`config.mk`:
```
export PLATFORM = sky130hd
export DESIGN_NAME = rx_bit_timer_ctrl
export DESIGN_NICKNAME = d
export VERILOG_FILES = /design/src/rtl/rx_bit_timer_ctrl.sv
export SDC_FILE = /design/constraint.sdc
export NUM_CORES = 1
export LEC_CHECK = 0
export CAP_MARGIN = 20
export CORE_MARGIN = 3
export CORE_UTILIZATION = 59
export CTS_BUF_LIST = sky130_fd_sc_hd__clkbuf_8 sky130_fd_sc_hd__clkbuf_16
export DETAILED_ROUTE_END_ITERATION = 12
export GPL_ROUTABILITY_DRIVEN = 0
export PLACE_DENSITY = 0.8
export SYNTH_ARGS = -nofsm -noshare
export SYNTH_HDL_FRONTEND = slang
export SYNTH_SLANG_ARGS = --single-unit
```
`constraint.sdc`:
```
create_clock -name clk -period 2.8 [get_ports clk]
set_input_delay 0.7 -clock clk [delete_from_list [all_inputs] [get_ports clk]]
set_output_delay 0.7 -clock clk [all_outputs]
set_load 0.05 [all_outputs]
```
`src/rtl/rx_bit_timer_ctrl.sv`:
```
// Receive bit-timing controller: finds a start bit, then produces mid-bit shift strobes,
// validates the stop bit and issues a one-cycle buffer load or a sticky framing error.
module rx_bit_timer_ctrl #(
  parameter int CLKS_PER_BIT = 10,
  parameter int DATA_BITS    = 8
) (
  input  logic clk,
  input  logic n_rst,
  input  logic serial_in,
  output logic shift_strobe,
  output logic load_buffer,
  output logic framing_error,
  output logic busy
);

  localparam int CW = $clog2(CLKS_PER_BIT + 1);
  localparam int BW = $clog2(DATA_BITS + 1);
  localparam logic [CW-1:0] HALF_M1 = CW'(CLKS_PER_BIT / 2 - 1);
  localparam logic [CW-1:0] CPB     = CW'(CLKS_PER_BIT);
  localparam logic [CW-1:0] CPB_M1  = CW'(CLKS_PER_BIT - 1);
  localparam logic [CW-1:0] CPB_M2  = CW'(CLKS_PER_BIT - 2);
  localparam logic [BW-1:0] LAST_BIT = BW'(DATA_BITS - 1);

  typedef enum logic [2:0] {
    IDLE      = 3'd0,
    START_CHK = 3'd1,
    DATA      = 3'd2,
    STOP      = 3'd3,
    LOAD      = 3'd4
  } state_t;

  state_t          state_r;
  logic            prev_in_r;
  logic            armed_r;
  logic [CW-1:0]   period_r;
  logic [BW-1:0]   bit_r;
  logic            start_s;

  // armed_r demands the line be seen high after reset, so a line held low never starts a frame
  assign start_s = armed_r & prev_in_r & (serial_in == 1'b0);

  // Line history: previous sample and the post-reset idle-high qualifier
  always_ff @(posedge clk or negedge n_rst) begin
    if (!n_rst) begin
      prev_in_r <= 1'b1;
      armed_r   <= 1'b0;
    end else begin
      prev_in_r <= serial_in;
      if (serial_in == 1'b1) begin
        armed_r <= 1'b1;
      end else begin
        armed_r <= armed_r;
      end
    end
  end

  // Frame sequencer: counters, state and all registered outputs
  always_ff @(posedge clk or negedge n_rst) begin
    if (!n_rst) begin
      state_r       <= IDLE;
      period_r      <= '0;
      bit_r         <= '0;
      shift_strobe  <= 1'b0;
      load_buffer   <= 1'b0;
      framing_error <= 1'b0;
      busy          <= 1'b0;
    end else begin
      shift_strobe <= 1'b0;
      load_buffer  <= 1'b0;
      case (state_r)
        IDLE: begin
          period_r <= '0;
          bit_r    <= '0;
          if (start_s) begin
            state_r <= START_CHK;
            busy    <= 1'b1;
          end else begin
            busy    <= 1'b0;
          end
        end
        START_CHK: begin
          if (period_r == HALF_M1) begin
            period_r <= '0;
            bit_r    <= '0;
            if (serial_in == 1'b0) begin
              state_r <= DATA;
            end else begin
              state_r <= IDLE;
              busy    <= 1'b0;
            end
          end else begin
            period_r <= period_r + CW'(1);
          end
        end
        DATA: begin
          // strobe is registered one cycle ahead so it spans the cycle ending at the mid-bit edge
          if (period_r == CPB_M2) begin
            shift_strobe <= 1'b1;
          end else begin
            shift_strobe <= 1'b0;
          end
          if (period_r == CPB_M1) begin
            bit_r <= bit_r + BW'(1);
            if (bit_r == LAST_BIT) begin
              state_r  <= STOP;
              period_r <= '0;
            end else begin
              period_r <= CPB;
            end
          end else if (period_r == CPB) begin
            period_r <= CW'(1);
          end else begin
            period_r <= period_r + CW'(1);
          end
        end
        STOP: begin
          if (period_r == CPB_M1) begin
            period_r <= '0;
            if (serial_in == 1'b1) begin
              framing_error <= 1'b0;
              load_buffer   <= 1'b1;
              state_r       <= LOAD;
            end else begin
              framing_error <= 1'b1;
              state_r       <= IDLE;
              busy          <= 1'b0;
            end
          end else begin
            period_r <= period_r + CW'(1);
          end
        end
        LOAD: begin
          period_r <= '0;
          bit_r    <= '0;
          // a falling edge landing on the load cycle starts the next frame without a gap
          if (start_s) begin
            state_r <= START_CHK;
            busy    <= 1'b1;
          end else begin
            state_r <= IDLE;
            busy    <= 1'b0;
          end
        end
        default: begin
          state_r  <= IDLE;
          period_r <= '0;
          bit_r    <= '0;
          busy     <= 1'b0;
        end
      endcase
    end
  end

endmodule
```
* After elaboration in Yosys (flattened, before gate mapping) *
Index checks and enable logic that the tools add are counted.

cells by class
  $add $sub $neg = 2
  multiply operators = 0
  div/mod/pow operators = 0
  order comparisons = 0
  equality and inequality tests = 16
  shifts and indexed selects = 0
  mux-type cells = 30
  bitwise logic cells = 5
  reductions and logical operators = 6

operators by type and width
  cell                   number
  $mux W4                7
  $pmux W4 S3            2
  $mux W3                6
  $pmux W3 S5            1
  $ne A2 B2 Y1 const B   7
  $eq A4 B4 Y1 const B   3
  $mux W1                12
  $reduce_and A5 Y1      2
  $add A4 B1 Y4 const B  2
  $eq A4 B3 Y1 const B   2
  $eq A3 B2 Y1 const B   2
  $pmux W1 S4            1
  $eq A3 B1 Y1 const B   1
  $eq A3 B3 Y1 const B   1
  $logic_not A3 Y1       1
  $not A1 Y1             3
  $reduce_and A3 Y1      1
  $and A1 B1 Y1          2
  $mux W2                1
  $reduce_and A2 Y1      1
  $reduce_or A2 Y1       1

storage, ports and cells
  register bits = 17
  bits in latches = 0
  bits in writable memories = 0
  memory bits (read-only) = 0
  word-level logic and storage cells = 68
  memories = 0

* Depth between registers and ports, before layout *
  word-level depth = 4
  mapped depth = 6
  mapped depth without buffers = 6

* Worst setup path before layout *
No wires, ideal clock.

  path type = flip-flop to flip-flop
  from = register period_r[1]
  to = register bit_r[3]
  data arrival time = 1392 ps
  data required time = 2723 ps
  path slack = 1331 ps
  stages on the path, launching flop included = 7
  path buffers = 0
  period minus slack after synthesis = 1469 ps
  path through = dfrtp_1 > inv_1 > ha_1 > and4bb_1 > nand4_1 > or3_1 > o21ai_1

between the ends
  longest elaborated chain between the ends = 3
  elaborated cells on any way between the ends = 5
  those cells by class = eq/ne (4); reduce/logical (1)

RTL lines
  what                                          line     text
  from (decl)                                   35       logic [CW-1:0] period_r;
  from (signal assigned)                        92       period_r <= period_r + CW'(1);
  from (signal assigned)                        113      period_r <= period_r + CW'(1);
  from (signal assigned)                        129      period_r <= period_r + CW'(1);
  $eq A4 B4 Y1 or $eq A4 B3 Y1 (tied branches)  102, 82
  $ne A2 B2 Y1 (no line)                        -
  $reduce_and A3 Y1 (no line) *                 -
  to (signal assigned)                          103      bit_r <= bit_r + BW'(1);
  to (decl)                                     36       logic [BW-1:0] bit_r;

Mark *: on every way between the ends. The rest lies on a longest branch, timed or not.
A chain may end at the register's enable or synchronous reset.

* Final worst setup path *
  from = register busy
  to = output port busy

RTL lines
  what                    line  text
  from (decl)             13    output logic busy
  from (signal assigned)  66    busy <= 1'b0;
  from (signal assigned)  76    busy <= 1'b1;
  from (signal assigned)  78    busy <= 1'b0;

No word-level cell between the ends.

==> out/summary.txt <==
first-pass GRT wire length: 3187 um
final setup fails: 0
synthesized instance count: 95
number of remaining DRC errors: 0
endpoint required time on the critical path: 2.10 ns
Synth warnings: 0
Leak: 0.0004700 uW
final clock skew: 0.002475 ns
Largest delay share family, worst path: buffers and inverters
hold_buf cts: 0
sequential fraction of the synthesis area: 46.52%
post-detailed-route wirelength per cell: 14.94 um
number of top-level pins: 7
Worst R2R Start: period_r[0]
vias in the first global route: 740
number of setup buffers added after CTS: 0
CP Buf/Inv Count: 1
number of H-tree levels: 1
placed cell area: 985.9 um^2
net count reported at finish: 112
Post-CTS Resized: 0
final hold vios: 0
Worst Setup End Kind: output pin
fraction of final layout cells sized beyond drive strength 1: 9.709%
deepest clock path buffer count: 2
worst rel slew slack: 49.60%
Netlist Area Pre-Place: 917.1 um^2
number of synthesized register bits: 17
clock latency at the later pin of the worst-skew pair: 0.25 ns
minimum clock period: 2.134 ns
initial antenna violation count: 0
transition time at the pin with the least slew margin: 0.7537 ns
startpoint of the most critical hold path: armed_r
Area Overhead vs Synth: 12.41%
Design Area, Final: 1031 um^2
number of enable-type register cells in the synthesized netlist: 0
largest net degree at the start of global routing: 18
max-cap violation count: 0
Util after Layout: 74.57%
IO Port Bufs: 6
vias after detailed routing: 716
Max Freq: 0.4685 GHz
cell-by-cell listing of the critical path: clkdlybuf4s50_1
placement row count: 13
number of diodes added for antenna fixing: 0
drt initial violations: 13
Worst Setup Path Type: reg2out
Critical Path Start: busy
main flop type after synthesis: sky130_fd_sc_hd__dfrtp_1
Worst Setup Start Kind: flip-flop
total die area: 2063 um^2
power per cell area: 945.7 nW/um^2
RSZ-0062 raised after global routing: no
root buffer cell: sky130_fd_sc_hd__clkbuf_8
Peak VDD IR: 0.5804 mV
Final Cycle Share: 76.23%
Final Max Tran Viols: 0
Hold Crit Class: reg2reg
sum of routed wire length over all layers: 1763 um
standard cell with the maximum stage delay on the critical path: sky130_fd_sc_hd__clkdlybuf4s50_1
number of nets produced by synthesis: 103
Setup Total Neg Slack: 0 ns
result of the run: finished, final reports clean
initial standard-cell utilization of the core: 66.33%
Clock Sink Count: 17
die height: 45.43 um
core area: 1383 um^2
maximum fanout count along the critical path: 3
unique cell type count in the Yosys netlist: 36
global-route total usage across every layer: 21.85%
DRT antenna net count: 0
Max stage delay on crit path: 0.81 ns
async set or reset register ratio after synthesis: 100.0%
DR pass1 iterations: 4
arrival time of the worst setup path: 1.43 ns
number of vias per cell: 6.068
sum of overflow across all layers after global routing: 0
Mapped Avg Cell Area: 9.654 um^2
TritonCTS clock tree: yes
horizontal die dimension: 45.43 um
half-perimeter wire length of the detailed placement result: 1314 um
number of clock buffers inserted by TritonCTS: 3
clock input transition at the sequential cells of the worst setup and hold paths: 0.06 ns
## routing by layer
layer	wire (um)	GRT usage (%)
met5	0	0
met4	34	13.45
met3	51	5.138
met2	820	33.70
met1	858	27.34
## Yosys cell counts (all sizes together), types with 4 or more instances
cell type	n	area share [%]
o21ai	11	6.0
nor2	4	1.6
nand2	10	4.1
dfrtp	16	44
nand3	4	2.2
inv	5	2.0
a21oi	6	3.7
nor3	5	2.7
ha	5	6.8
## through the flow
stage | power [uW] | worst slack, ns | cells | hold slack [ns]
final | 975.1 | 0.6656 | 118 | 0.4691
after global routing | 1050 | 0.6234 | 118 | 0.4884
after CTS | 979.0 | 0.6615 | 118 | 0.4756
after detailed placement | 798.6 | 0.7892 | 114 | 0.4570
after global placement | 779.0 | 0.8531 | 114 | 0.4477
after floorplan | 695.1 | 1.331 | 95 | 0.4044
## flip-flops by register name (all words and copies together), names as in the netlist
| signal | flops |
|---|---|
| shift_strobe | 1 |
| prev_in_r | 1 |
| load_buffer | 1 |
| state_r | 3 |
| framing_error | 1 |
| bit_r | 4 |
| period_r | 4 |
| armed_r | 1 |
| busy | 1 |
## worst paths after layout
| path | end | depth (start not counted) | slack, ns |
|---|---|---|---|
| hold reg to reg | armed_r | 1 | 0.47 |
| hold / removal | armed_r | 1 | 0.47 |
| setup reg to reg | state_r[1] | 6 | 1.05 |
| max in group asynchronous | state_r[0] | 1 | 1.44 |
| min in group asynchronous | shift_strobe | 1 | 0.89 |
| setup / recovery | busy | 1 | 0.67 |
## layout make-up
| type | count | area (um^2) |
|---|---|---|
| Timing Repair Buffer | 6 | 60.06 |
| Sequential cell | 17 | 426.7 |
| Clock inverter | 1 | 3.754 |
| Tap cell | 15 | 18.77 |
| Fill cell | 100 | 351.6 |
| Inverter | 5 | 18.77 |
| Multi-Input combinational cell | 71 | 461.7 |
| Clock buffer | 3 | 41.29 |
## placed cells by master (no fill, tap or decap), types with 2 or more instances in the layout
master,instances
sky130_fd_sc_hd__dfrtp_1,16
sky130_fd_sc_hd__nand3_1,4
sky130_fd_sc_hd__nor3_1,5
sky130_fd_sc_hd__nor2_1,4
sky130_fd_sc_hd__nand2_1,10
sky130_fd_sc_hd__a21oi_1,5
sky130_fd_sc_hd__inv_1,5
sky130_fd_sc_hd__xnor2_1,2
sky130_fd_sc_hd__o21ai_0,10
sky130_fd_sc_hd__and3b_1,2
sky130_fd_sc_hd__or2_2,2
sky130_fd_sc_hd__clkdlybuf4s50_1,6
sky130_fd_sc_hd__ha_1,5
sky130_fd_sc_hd__clkbuf_8,3
sky130_fd_sc_hd__or3_1,2
sky130_fd_sc_hd__nor2b_1,2
## power by group
| part | switching (uW) | internal [uW] |
|---|---|---|
| registers | 78.9 | 308 |
| clock network | 81.7 | 97.3 |
| logic | 238 | 171 |
## logic make-up (layout without fill, tap and decap cells)
group,count (synthesis),after routing,share of synthesized area (%)
buffers and inverters,7,15,3.136
adder cells (fa/ha/maj),5,5,6.821
AND/OR/NAND/NOR,43,43,28.11
AO/OA/AOI/OAI,20,20,12.55
XOR/XNOR,3,3,2.865
flip-flops,17,17,46.52
No activity file was read; power rests on OpenSTA's default activity.
==> variant, RTL diff (same settings) <==
Register the output `shift_strobe` once more, cleared by the reset; this adds one clock of latency there. The other outputs are not delayed to match.
--- a/src/rtl/rx_bit_timer_ctrl.sv
+++ b/src/rtl/rx_bit_timer_ctrl.sv
@@ -28,6 +28,8 @@
     STOP      = 3'd3,
     LOAD      = 3'd4
   } state_t;
+
+  logic shift_strobe_s0;
 
   state_t          state_r;
   logic            prev_in_r;
@@ -60,12 +62,12 @@
       state_r       <= IDLE;
       period_r      <= '0;
       bit_r         <= '0;
-      shift_strobe  <= 1'b0;
+      shift_strobe_s0 <= 1'b0;
       load_buffer   <= 1'b0;
       framing_error <= 1'b0;
       busy          <= 1'b0;
     end else begin
-      shift_strobe <= 1'b0;
+      shift_strobe_s0 <= 1'b0;
       load_buffer  <= 1'b0;
       case (state_r)
         IDLE: begin
@@ -95,9 +97,9 @@
         DATA: begin
           // strobe is registered one cycle ahead so it spans the cycle ending at the mid-bit edge
           if (period_r == CPB_M2) begin
-            shift_strobe <= 1'b1;
+            shift_strobe_s0 <= 1'b1;
           end else begin
-            shift_strobe <= 1'b0;
+            shift_strobe_s0 <= 1'b0;
           end
           if (period_r == CPB_M1) begin
             bit_r <= bit_r + BW'(1);
@@ -151,4 +153,12 @@
     end
   end
 
+  always_ff @(posedge clk or negedge n_rst) begin
+    if (!n_rst) begin
+      shift_strobe <= '0;
+    end else begin
+      shift_strobe <= shift_strobe_s0;
+    end
+  end
+
 endmodule
Formal check against the unedited RTL: no difference found for any inputs over 10 cycles, from zero or initial values and one cycle with n_rst low; that may be too few to reach the edited logic, so the function may still have changed.
==> variant against the unedited design <==
  * Critical path depth did not move
  * Global-route usage fell by 4.0 points
  * Maximum frequency grew 2.0%
  * Via count is 11% lower
  * Final area grew 0.73%
  * Sequential cell count is 1 higher
  * Register-to-register slack gained 110 ps
  * Count of clock-buffer cells in the layout stayed put
  * Area after synthesis rose by 2.2%
  * Worst setup slack better by 43 ps
  * Power fell by 4.1%
  * Worst hold slack got worse by 110 ps
  * Routed wire length fell by 11%
==> variant: results (changes against the unedited design) <==
* Status: finished, final reports clean
* Placed Area at 993 um2 (+0.76%)
* Net Count, Synth at 99 (-3.9%)
* Crit-path max FO at 2 (-1)
* R2R Setup Slk at 1160 ps (+110 ps)
* Cell leakage power at 0.474 nW (+0.88%)
* CTS-repair resized insts at 0 (unchanged)
* Cts bufs inserted at 3 (unchanged)
* Synth top area share at 0.454 (+0.0174)
* Cells after Synth at 91 (-4.2%)
* DRT Wirelength at 1570 um (-11%)
* Crit path max-delay family: buffers and inverters
* VDD IR max at 0.548 mV (-5.5%)
* # port buffers at 6 (unchanged)
* Primary FF master, synth: dfrtp_1
* Clock Skews at 6.39 ps (+3.92 ps)
* Layout cells sized above 1 at 0.0825 (-0.0146)
* Largest net degree at the start of global routing at 19 (+1)
* Placed Cells at 108 (-5.3%)
* Root buf cell: clkbuf_8
* DR vias at 640 (-11%)
* GRT Total Usage at 0.178 (-0.0403)
* Commonest cells post-synth: dfrtp_1 (17), nand2_1 (8), o21ai_0 (6)
* CP max stage delay at 800 ps
* Worst EP arrival at 1390 ps (-40 ps)
* Register area share after synthesis at 0.482 (+0.0168)
* Critical Path Slowest Stage Cell: clkdlybuf4s50_1
* Yosys synthesis warning count at 0 (unchanged)
* Via density at 5.71 (-5.8%)
* DP HPWL at 1160 um (-12%)
* Fillcell total at 104 (+4.0%)
* Post-synthesis cell type count at 37 (+2.8%)
* Largest regs: bit_r (4), period_r (4), state_r (3)
* Number of global-route vias before repair at 631 (-15%)
* Post-CTS Setup Bufs at 0 (unchanged)
* Initial antenna violation count at 0 (unchanged)
* Drt initial violations at 12 (-1)
* Area contributors post-synth: dfrtp_1 (45%), ha_1 (6.7%), o21ai_0 (3.2%)
* H-tree Lvls at 1 (unchanged)
* First-pass GRT wire length at 2730 um (-14%)
* # diodes at 0 (unchanged)
* Slew headroom at 0.489 (-0.00683)
* Clock tree buffer depth at 2 (unchanged)
* Later-pin clock latency in the skew report at 250 ps (about the same)
-- variant: path summary, 6_finish.rpt --
| check | from | end | cells past startpoint |
|---|---|---|---|
| setup / recovery | framing_error | framing_error | 1 |
| hold / removal | shift_strobe_s0 | shift_strobe | 0 |
| setup reg to reg | period_r[1] | bit_r[3] | 6 |
| hold reg to reg | shift_strobe_s0 | shift_strobe | 0 |
| max in group asynchronous | n_rst | framing_error | 1 |
| min in group asynchronous | n_rst | period_r[2] | 1 |
-- variant: cell type report --
type	count	area [um2]	area share
clock inverter	1	3.75	0.00361
inverter	4	15.0	0.0145
clock buffer	3	41.3	0.0398
multi-input combinational	65	448	0.431
sequential	18	452	0.435
timing repair buffer	6	60.1	0.0578
tap	15	18.8	0.0181
-- variant: where the power goes --
part           internal [mW]  switching [mW]  leakage (nW)
logic                  0.155           0.194         0.221
registers              0.327          0.0836         0.226
clock network         0.0970          0.0784        0.0269
total                  0.579           0.356         0.474
-- variant: layer usage --
metal | vias up | part of all wire | global-route usage
met5 | - | 0 | 0
met2 | 4 | 0.44 | 0.258
met4 | 0 | 0.0064 | 0.0852
met1 | 293 | 0.53 | 0.258
met3 | 2 | 0.016 | 0.0237
li1 | 341 | - | -
-- variant: kinds of logic (layout without fill, tap and decap cells) --
family / Yosys count / after routing / share of synthesized area
xor gates and xnor gates: 3 / 3 / 0.0280
DFF: 18 / 18 / 0.482
and+or+nand+nor: 32 / 32 / 0.199
buffers and inverters: 8 / 14 / 0.0400
AOI/OAI and AO/OA: 25 / 25 / 0.184
adders and majority gates: 5 / 5 / 0.0668
-- variant: stage by stage --
step / setup WS, ps / hold WS, ps
3_3_place_gp: 822 / 335
2_1_floorplan: 1310 / 331
3_5_place_dp: 786 / 345
5_1_grt: 670 / 381
6_report: 708 / 360
4_1_cts: 697 / 360
